===== src/rtl/led_frame_sequencer.sv =====
// Sequences the LED capture shift register: gap detection, bit gating, passthrough confirmation, frame bookkeeping.
// One cycle from input bit to o_valid; no backpressure, and bits arriving outside CAPTURE are never forwarded.
module led_frame_sequencer #(
  parameter int RESET_CYCLES = 2500,
  parameter int LED_BITS     = 24,
  parameter int PT_TIMEOUT   = 4,
  parameter int CNT_W        = 16
) (
  input  logic             i_clk,
  input  logic             i_reset_n,
  input  logic             i_bit_valid,
  input  logic             i_bit,
  input  logic             i_line_idle,
  input  logic             i_passthru_en,
  output logic             o_treset,
  output logic             o_valid,
  output logic             o_valid_strobe,
  output logic             o_decode_bit,
  output logic             o_latch,
  output logic             o_frame_active,
  output logic [4:0]       o_bit_count,
  output logic [CNT_W-1:0] o_fwd_count,
  output logic [CNT_W-1:0] o_frame_count,
  output logic             o_error
);

  localparam int IW = $clog2(RESET_CYCLES + 1);
  localparam int PW = $clog2(PT_TIMEOUT + 1);
  localparam logic [IW-1:0] IDLE_MAX = IW'(RESET_CYCLES);
  localparam logic [PW-1:0] PT_LAST  = PW'(PT_TIMEOUT - 1);
  localparam logic [4:0]    LB       = 5'(LED_BITS);
  localparam logic [4:0]    LB_LAST  = 5'(LED_BITS - 1);

  typedef enum logic [1:0] {WAIT_RESET, CAPTURE, WAIT_PT, FORWARD} state_t;

  state_t           state_q;
  logic [IW-1:0]    idle_cnt_q, idle_cnt_d;
  logic [PW-1:0]    pt_cnt_q;
  logic [4:0]       bit_count_q;
  logic [CNT_W-1:0] fwd_count_q, fwd_inc, frame_count_q;
  logic             treset_q, valid_q, decode_q, latch_q, error_q;
  logic             gap;

  always_comb begin
    idle_cnt_d = idle_cnt_q;
    if (i_bit_valid || !i_line_idle) idle_cnt_d = '0;
    else if (idle_cnt_q != IDLE_MAX)  idle_cnt_d = idle_cnt_q + 1'b1;
  end

  // Gap fires only on the step into saturation, so one long idle stretch yields one event.
  assign gap     = (idle_cnt_q != IDLE_MAX) && (idle_cnt_d == IDLE_MAX);
  assign fwd_inc = (&fwd_count_q) ? fwd_count_q : fwd_count_q + 1'b1;

  always_ff @(posedge i_clk or negedge i_reset_n) begin
    if (!i_reset_n) idle_cnt_q <= '0;
    else            idle_cnt_q <= idle_cnt_d;
  end

  always_ff @(posedge i_clk or negedge i_reset_n) begin
    if (!i_reset_n) begin
      state_q       <= WAIT_RESET;
      pt_cnt_q      <= '0;
      bit_count_q   <= '0;
      fwd_count_q   <= '0;
      frame_count_q <= '0;
      treset_q      <= 1'b0;
      valid_q       <= 1'b0;
      decode_q      <= 1'b0;
      latch_q       <= 1'b0;
      error_q       <= 1'b0;
    end else begin
      treset_q <= gap;
      valid_q  <= 1'b0;
      decode_q <= 1'b0;
      latch_q  <= 1'b0;
      error_q  <= 1'b0;
      case (state_q)
        WAIT_RESET: begin
          if (gap) begin
            state_q     <= CAPTURE;
            bit_count_q <= '0;
            fwd_count_q <= '0;
          end
        end
        CAPTURE: begin
          if (gap) begin
            // A partial frame is an error; an empty one simply re-arms.
            if (bit_count_q != 5'd0) error_q <= 1'b1;
            bit_count_q <= '0;
            fwd_count_q <= '0;
          end else if (i_bit_valid && (bit_count_q < LB)) begin
            valid_q     <= 1'b1;
            decode_q    <= i_bit;
            bit_count_q <= bit_count_q + 1'b1;
            if (bit_count_q == LB_LAST) begin
              state_q  <= WAIT_PT;
              pt_cnt_q <= '0;
            end
          end
        end
        WAIT_PT: begin
          if (gap) begin
            error_q     <= 1'b1;
            state_q     <= CAPTURE;
            bit_count_q <= '0;
            fwd_count_q <= '0;
          end else begin
            if (i_bit_valid) fwd_count_q <= fwd_inc;
            if (i_passthru_en) begin
              latch_q <= 1'b1;
              state_q <= FORWARD;
            end else if (pt_cnt_q == PT_LAST) begin
              error_q <= 1'b1;
              state_q <= WAIT_RESET;
            end else begin
              pt_cnt_q <= pt_cnt_q + 1'b1;
            end
          end
        end
        FORWARD: begin
          if (gap) begin
            frame_count_q <= frame_count_q + 1'b1;
            state_q       <= CAPTURE;
            bit_count_q   <= '0;
            fwd_count_q   <= '0;
          end else if (!i_passthru_en) begin
            error_q <= 1'b1;
            state_q <= WAIT_RESET;
          end else if (i_bit_valid) begin
            fwd_count_q <= fwd_inc;
          end
        end
        default: state_q <= WAIT_RESET;
      endcase
    end
  end

  assign o_treset       = treset_q;
  assign o_valid        = valid_q;
  assign o_valid_strobe = valid_q;
  assign o_decode_bit   = decode_q;
  assign o_latch        = latch_q;
  assign o_error        = error_q;
  assign o_bit_count    = bit_count_q;
  assign o_fwd_count    = fwd_count_q;
  assign o_frame_count  = frame_count_q;
  assign o_frame_active = ((state_q == CAPTURE) && (bit_count_q != 5'd0)) ||
                          (state_q == WAIT_PT) || (state_q == FORWARD);

endmodule


===== config.mk =====
export PLATFORM = sky130hd
export DESIGN_NAME = led_frame_sequencer
export DESIGN_NICKNAME = d
export VERILOG_FILES = /design/src/rtl/led_frame_sequencer.sv
export SDC_FILE = /design/constraint.sdc
export NUM_CORES = 1
export LEC_CHECK = 0
export ABC_AREA = 0
export CORE_ASPECT_RATIO = 1.25
export CORE_MARGIN = 3
export CORE_UTILIZATION = 33
export CTS_BUF_LIST = sky130_fd_sc_hd__clkbuf_16
export DETAILED_ROUTE_END_ITERATION = 10
export HOLD_SLACK_MARGIN = 0.12
export PLACE_DENSITY = 0.58
export SLEW_MARGIN = 20
export SYNTH_ARGS = -nofsm -noshare
export SYNTH_HDL_FRONTEND = slang
export SYNTH_SLANG_ARGS = --single-unit
export TNS_END_PERCENT = 100

===== constraint.sdc =====
create_clock -name i_clk -period 2.9 [get_ports i_clk]
set_clock_uncertainty 0.05 [all_clocks]
set_input_delay 0.435 -clock i_clk [delete_from_list [all_inputs] [get_ports i_clk]]
set_output_delay 0.435 -clock i_clk [all_outputs]
set_load 0.01 [all_outputs]

==> impl_metrics.toml, run 1 <==
[status]
status = "finished clean"

[logic_synthesis]
yosys.area.top_type = "dfrtp_1"
ys_ff_latch = 59
synth_flop_cell = "dfrtp_1"
yosys_warnings = 0
async_flop_share = 1.00
syn_avg_cell_area_um2 = 9.46
synth_nets = 354
yosysUniqueCellTypes = 52
synth_top_cell_area_share = 0.459
synth_edf_count = 0
syn_inst = 340
syn_area_um2 = 3220
synthTopCellsByArea = "dfrtp_1 46%, xor2_1 5.4%, nor2_1 4.4%"
ys_seq_area_frac = 0.459

[route]
wl_per_cell_um = 14.3
viasPerCell = 5.18
drc = 0
routed_wl_um = 7510
first_pass_iters = 4
first_iter_violations = 86
vias = 2719
antenna_left = 0

[critical_path]
crit_type = "reg -> out"
end_kind = "primary output"
critPathBufInv = 2
cp_cell_sequence = "inv_1 > ha_1 > or4b_2 > a21o_1 > clkdlybuf4s50_1"
cp-start-kind = "register"
slowest_stage = "or4b_2"
cp_top_family = "simple AND/OR/NAND/NOR gates"
critical-path-max-stage-delay_ps = 630
path_max_fanout = 5
cp_data_required_time_ps = 2410
arrival_ps = 2300

[clocking]
clock_sinks = 59
cts_made_buffers = 9
post_cts_resized = 0
cts_tree = "built"
clock_latency_ps = 320
ctsRootBufferMaster = "clkbuf_16"
htree_levels = 3
path_clk_slew_ps = 60
cts_buffer_depth = 2
post-cts-setup-buffers = 0

[sta]
hold_viol_final = 0
worst_slew_pin_slew_ps = 558
fin_crit_sh = 0.959
timing.setup.tns_ps = 0
fmax_mhz = 360
slew_headroom = 0.628
rsz0062_at_grt = "false"
setup_violations = 0
fin_crit_ps = 2780
slew_violations = 0

[min_path]
hold_class = "reg -> reg"

[global_route]
grt_pass1_wl_um = 12900
grt.total_usage = 0.149
antenna_found_initial = 0
gr-total-overflow = 0
grt_pass1_vias = 2658
grt_max_degree = 26

[floorplanning]
start_util = 0.345
fp.dieH_um = 116
dieArea_um2 = 11000
ios = 50
coreArea_um2 = 9320
dieWidth_um = 94.3
rows = 39

[pwr]
irDropWorstVdd_v = 0.000249
cellLeakagePower_uw = 0.00179
power_density_nw_per_um2 = 476
p_total_uw = 2000

[placement]
gp_congestion = 0.844
io_buffers = 49
dp_hpwl_um = 5460

[final_layout]
antennaDiodeCount = 0
layout-drive-gt1-share = 0.0945
syn_to_final_growth_pct = 30.6
post-route-util = 0.451
final_cell_mix = "59 x dfrtp_1, 48 x clkdlybuf4s50_1, 38 x nor2_1"
nets = 411
final_common_cell = "dfrtp_1"

[run]
cap_violations = 0
-- metrics by stage --
step / cells / area (um2) / hold WS, ps / worst slack, ps
after global placement: 508 / 3870 / 374 / 209
after detailed placement: 508 / 3870 / 381 / 80.7
after CTS: 525 / 4200 / 433 / 96.0
after floorplan: 340 / 3220 / 89.4 / 311
after global routing: 525 / 4200 / 458 / 7.22
final: 525 / 4200 / 431 / 119
-- per-layer routing --
| layer | routed length [um] | up-vias | global-route usage |
|---|---|---|---|
| met5 | 0 | - | 0 |
| met4 | 73 | 0 | 0.0539 |
| met3 | 337 | 6 | 0.0374 |
| met2 | 3720 | 60 | 0.245 |
| met1 | 3390 | 1326 | 0.192 |
| li1 | - | 1327 | - |
-- report_power, final --
part / internal (uW) / total, uW / switching (uW) / leakage (uW)
registers: 825 / 828 / 2.33 / 0.000818
logic: 16.1 / 45.3 / 29.2 / 0.000822
clock network: 748 / 1130 / 378 / 0.000149
total: 1590 / 2000 / 410 / 0.00179
-- synth_stat cells (2+ instances only) --
master	n
nor2b_1	8
o211ai_1	3
mux2i_1	6
a21oi_1	14
buf_2	3
nand4_1	15
nor4_1	3
and2_1	3
o21ai_0	9
dfrtp_1	59
nand3b_1	2
buf_1	2
nand2b_1	4
and4_1	5
or3_1	3
nor2_1	38
and3_1	7
a31oi_1	2
ha_1	8
o2111ai_1	2
nand2_1	35
a22oi_1	3
xor2_1	20
buf_4	3
clkbuf_1	6
nand3_1	17
a21o_1	4
nor4_2	5
inv_1	10
nor3_1	8
xnor2_1	10
o31ai_1	3
-- area by class of cell --
class | instances | area [um2]
inverter | 10 | 37.5
fill | 895 | 5120
sequential | 59 | 1480
multi-input combinational | 256 | 1620
timing repair buffer | 61 | 591
clock buffer | 9 | 225
clock inverter | 7 | 92.6
tap | 123 | 154
-- sequential cells by signal, indices dropped and copies added, names as in the netlist --
signal         cells
pt_cnt_q           3
o_decode_bit       1
o_fwd_count       16
o_error            1
o_frame_count     16
o_bit_count        5
o_valid            1
o_latch            1
idle_cnt_q        12
state_q            2
o_treset           1
-- logic make-up after synthesis --
family,Yosys count,share of synthesized area
compound gates,51,0.105
buf+inv,25,0.0362
fa+ha+maj,8,0.0311
flops,59,0.459
xor+xnor,30,0.0817
simple gates,160,0.265
mux,7,0.0222
-- worst reg2reg max path, cell delays in order (launching register included) --
cell     delay, ps
dfrtp_1        440
ha_1           330
nand2_1        140
nor4_1         180
o21ai_1        140
or4_4          570
nor3_1         310
mux2_2         370
-- repair_timing --
action,CTS,global route
hold buffers,1,0
endpoints found under the setup margin,0,0
hold endpoints to repair,19,0
-- path summary, 6_finish.rpt --
kind / startpoint / to / slack [ps] / cells past startpoint
min in group asynchronous: i_reset_n / o_fwd_count[11] / 560 / 2
worst max register to register: idle_cnt_q[1] / o_frame_count[1] / 250 / 7
worst min register to register: o_frame_count[15] / o_frame_count[15] / 430 / 1
worst min-delay path: o_frame_count[15] / o_frame_count[15] / 430 / 1
worst max-delay path: o_bit_count[0] / o_frame_active / 120 / 5
max in group asynchronous: i_reset_n / idle_cnt_q[2] / 1560 / 3
(Power assumes the default switching activity.)
==> run 2: changes to the inputs <==
--- a/config.mk
+++ b/config.mk
@@ -12,7 +12,7 @@
 export CTS_BUF_LIST = sky130_fd_sc_hd__clkbuf_16
 export DETAILED_ROUTE_END_ITERATION = 10
 export HOLD_SLACK_MARGIN = 0.12
-export PLACE_DENSITY = 0.58
+export PLACE_DENSITY = 0.6
 export SLEW_MARGIN = 20
 export SYNTH_ARGS = -nofsm -noshare
 export SYNTH_HDL_FRONTEND = slang
==> constraint.sdc (replaced) <==
create_clock -name i_clk -period 2.49 [get_ports i_clk]
set_clock_uncertainty 0.05 [all_clocks]
set_input_delay 0.3735 -clock i_clk [delete_from_list [all_inputs] [get_ports i_clk]]
set_output_delay 0.3735 -clock i_clk [all_outputs]
set_load 0.01 [all_outputs]
==> impl_metrics.toml, run 2 (same netlist as run 1, synthesis figures left out) <==
[global_route]
grt.total_usage = 0.148
antenna_found_initial = 0
grt_max_degree = 60
grt_pass1_wl_um = 12800
grt_pass1_vias = 2739
gr-total-overflow = 0

[sta]
hold_viol_final = 0
fmax_mhz = 402
slew_headroom = 0.689
whs_ps = 416
rsz0062_at_grt = "true"
setup_violations = 1
fin_crit_ps = 2490
timing.setup.tns_ps = -0.244
layout_setup_ws_ps = -0.244
slew_violations = 0
worst_slew_pin_slew_ps = 467
fin_crit_sh = 1.00

[floorplanning]
coreArea_um2 = 9320
rows = 39
fp.dieH_um = 116
ios = 50
dieWidth_um = 94.3
start_util = 0.345
dieArea_um2 = 11000

[status]
status = "finished, violations left"
violations = "setup timing"

[run]
cap_violations = 0

[critical_path]
slowest_stage = "or4_4"
cp-start-kind = "register"
reg2reg_from = "idle_cnt_q[0]"
cp_top_family = "simple AND/OR/NAND/NOR gates"
crit_type = "reg -> reg"
r2r_cells = 10
cp_cell_sequence = "ha_4 > buf_4 > nand2_1 > buf_4 > o31a_1 > o21ai_1 > or4_4 > buf_12 > nor4_4 > xor2_1"
critPathBufInv = 3
cp.depth = 10
critical-path-max-stage-delay_ps = 510
crit_start = "idle_cnt_q[0]"
path_max_fanout = 5
path_common_cell = "buf_4"
cp_data_required_time_ps = 2680
end_kind = "register"
crit_end = "o_frame_count[14]"
reg2reg_to = "o_frame_count[14]"
arrival_ps = 2680
r2r_slack_ps = -0.2

[pwr]
irDropWorstVdd_v = 0.000277
p_total_uw = 2070
power_density_nw_per_um2 = 461
cellLeakagePower_uw = 0.00200

[clocking]
ctsRootBufferMaster = "clkbuf_16"
path_clk_slew_ps = 50
cts_made_buffers = 9
clock_latency_ps = 320
htree_levels = 3
cts_buffer_depth = 2
clock_sinks = 59
cts_tree = "built"

[route]
viasPerCell = 5.11
first_pass_iters = 4
drc = 0
vias = 2792
routed_wl_um = 7760
wl_per_cell_um = 14.2
antenna_left = 0
first_iter_violations = 154

[final_layout]
layout-drive-gt1-share = 0.165
final_common_cell = "dfrtp_1"
nets = 433
antennaDiodeCount = 0
post-route-util = 0.482
instances_no_fill = 546
syn_to_final_growth_pct = 39.6
final_cell_mix = "55 x dfrtp_1, 47 x clkdlybuf4s50_1, 38 x nor2_1"

[placement]
gp_congestion = 0.816
io_buffers = 49
place_inst = 526
dp_hpwl_um = 5330

[min_path]
hold_class = "reg -> reg"
worstHoldStart = "o_frame_count[15]"
## run 2: how the worst min path moves through the flow
stage / endpoint / slack, ps / cells after the start
after floorplan: idle_cnt_q[0] / 30 / 0
after global placement: idle_cnt_q[0] / 350 / 2
after detailed placement: idle_cnt_q[0] / 350 / 2
after CTS: o_frame_count[15] / 420 / 1
after global routing: o_frame_count[15] / 440 / 1
final: o_frame_count[15] / 420 / 1
## run 2: per-layer routing
| layer | share of wire | vias up | global-route usage |
|---|---|---|---|
| met3 | 0.042 | 22 | 0.0303 |
| li1 | - | 1364 | - |
| met1 | 0.43 | 1332 | 0.182 |
| met5 | 0 | - | 0 |
| met2 | 0.49 | 74 | 0.244 |
| met4 | 0.030 | 0 | 0.0809 |
## run 2: what timing repair did
item | CTS | global route
endpoints found under the setup margin | 8 | 28
gates cloned | 0 | 1
endpoints found under the hold margin | 59 | 0
pin swaps | 0 | 13
setup buffers | 1 | 2
hold buffers | 1 | 0
gates resized for setup | 3 | 20
## run 2: cell type report
cell class                 count  area [um2]
tap                          123         154
fill                         860        4830
clock inverter                 6        25.0
inverter                      10        37.5
timing repair buffer          83         813
multi-input combinational    256        1750
sequential                    59        1480
clock buffer                   9         225
## run 2: power by group
part | switching [uW] | internal [uW]
registers | 2.36 | 963
clock network | 393 | 646
logic | 36.3 | 28.0
total | 432 | 1640
## run 2: through the flow
stage	worst slack, ps	cell area, um2
finish	-0.244	4490
global route	-104	4490
CTS	6.54	4330
detailed placement	-142	4060
global placement	-32.2	4060
floorplan	25.7	3230
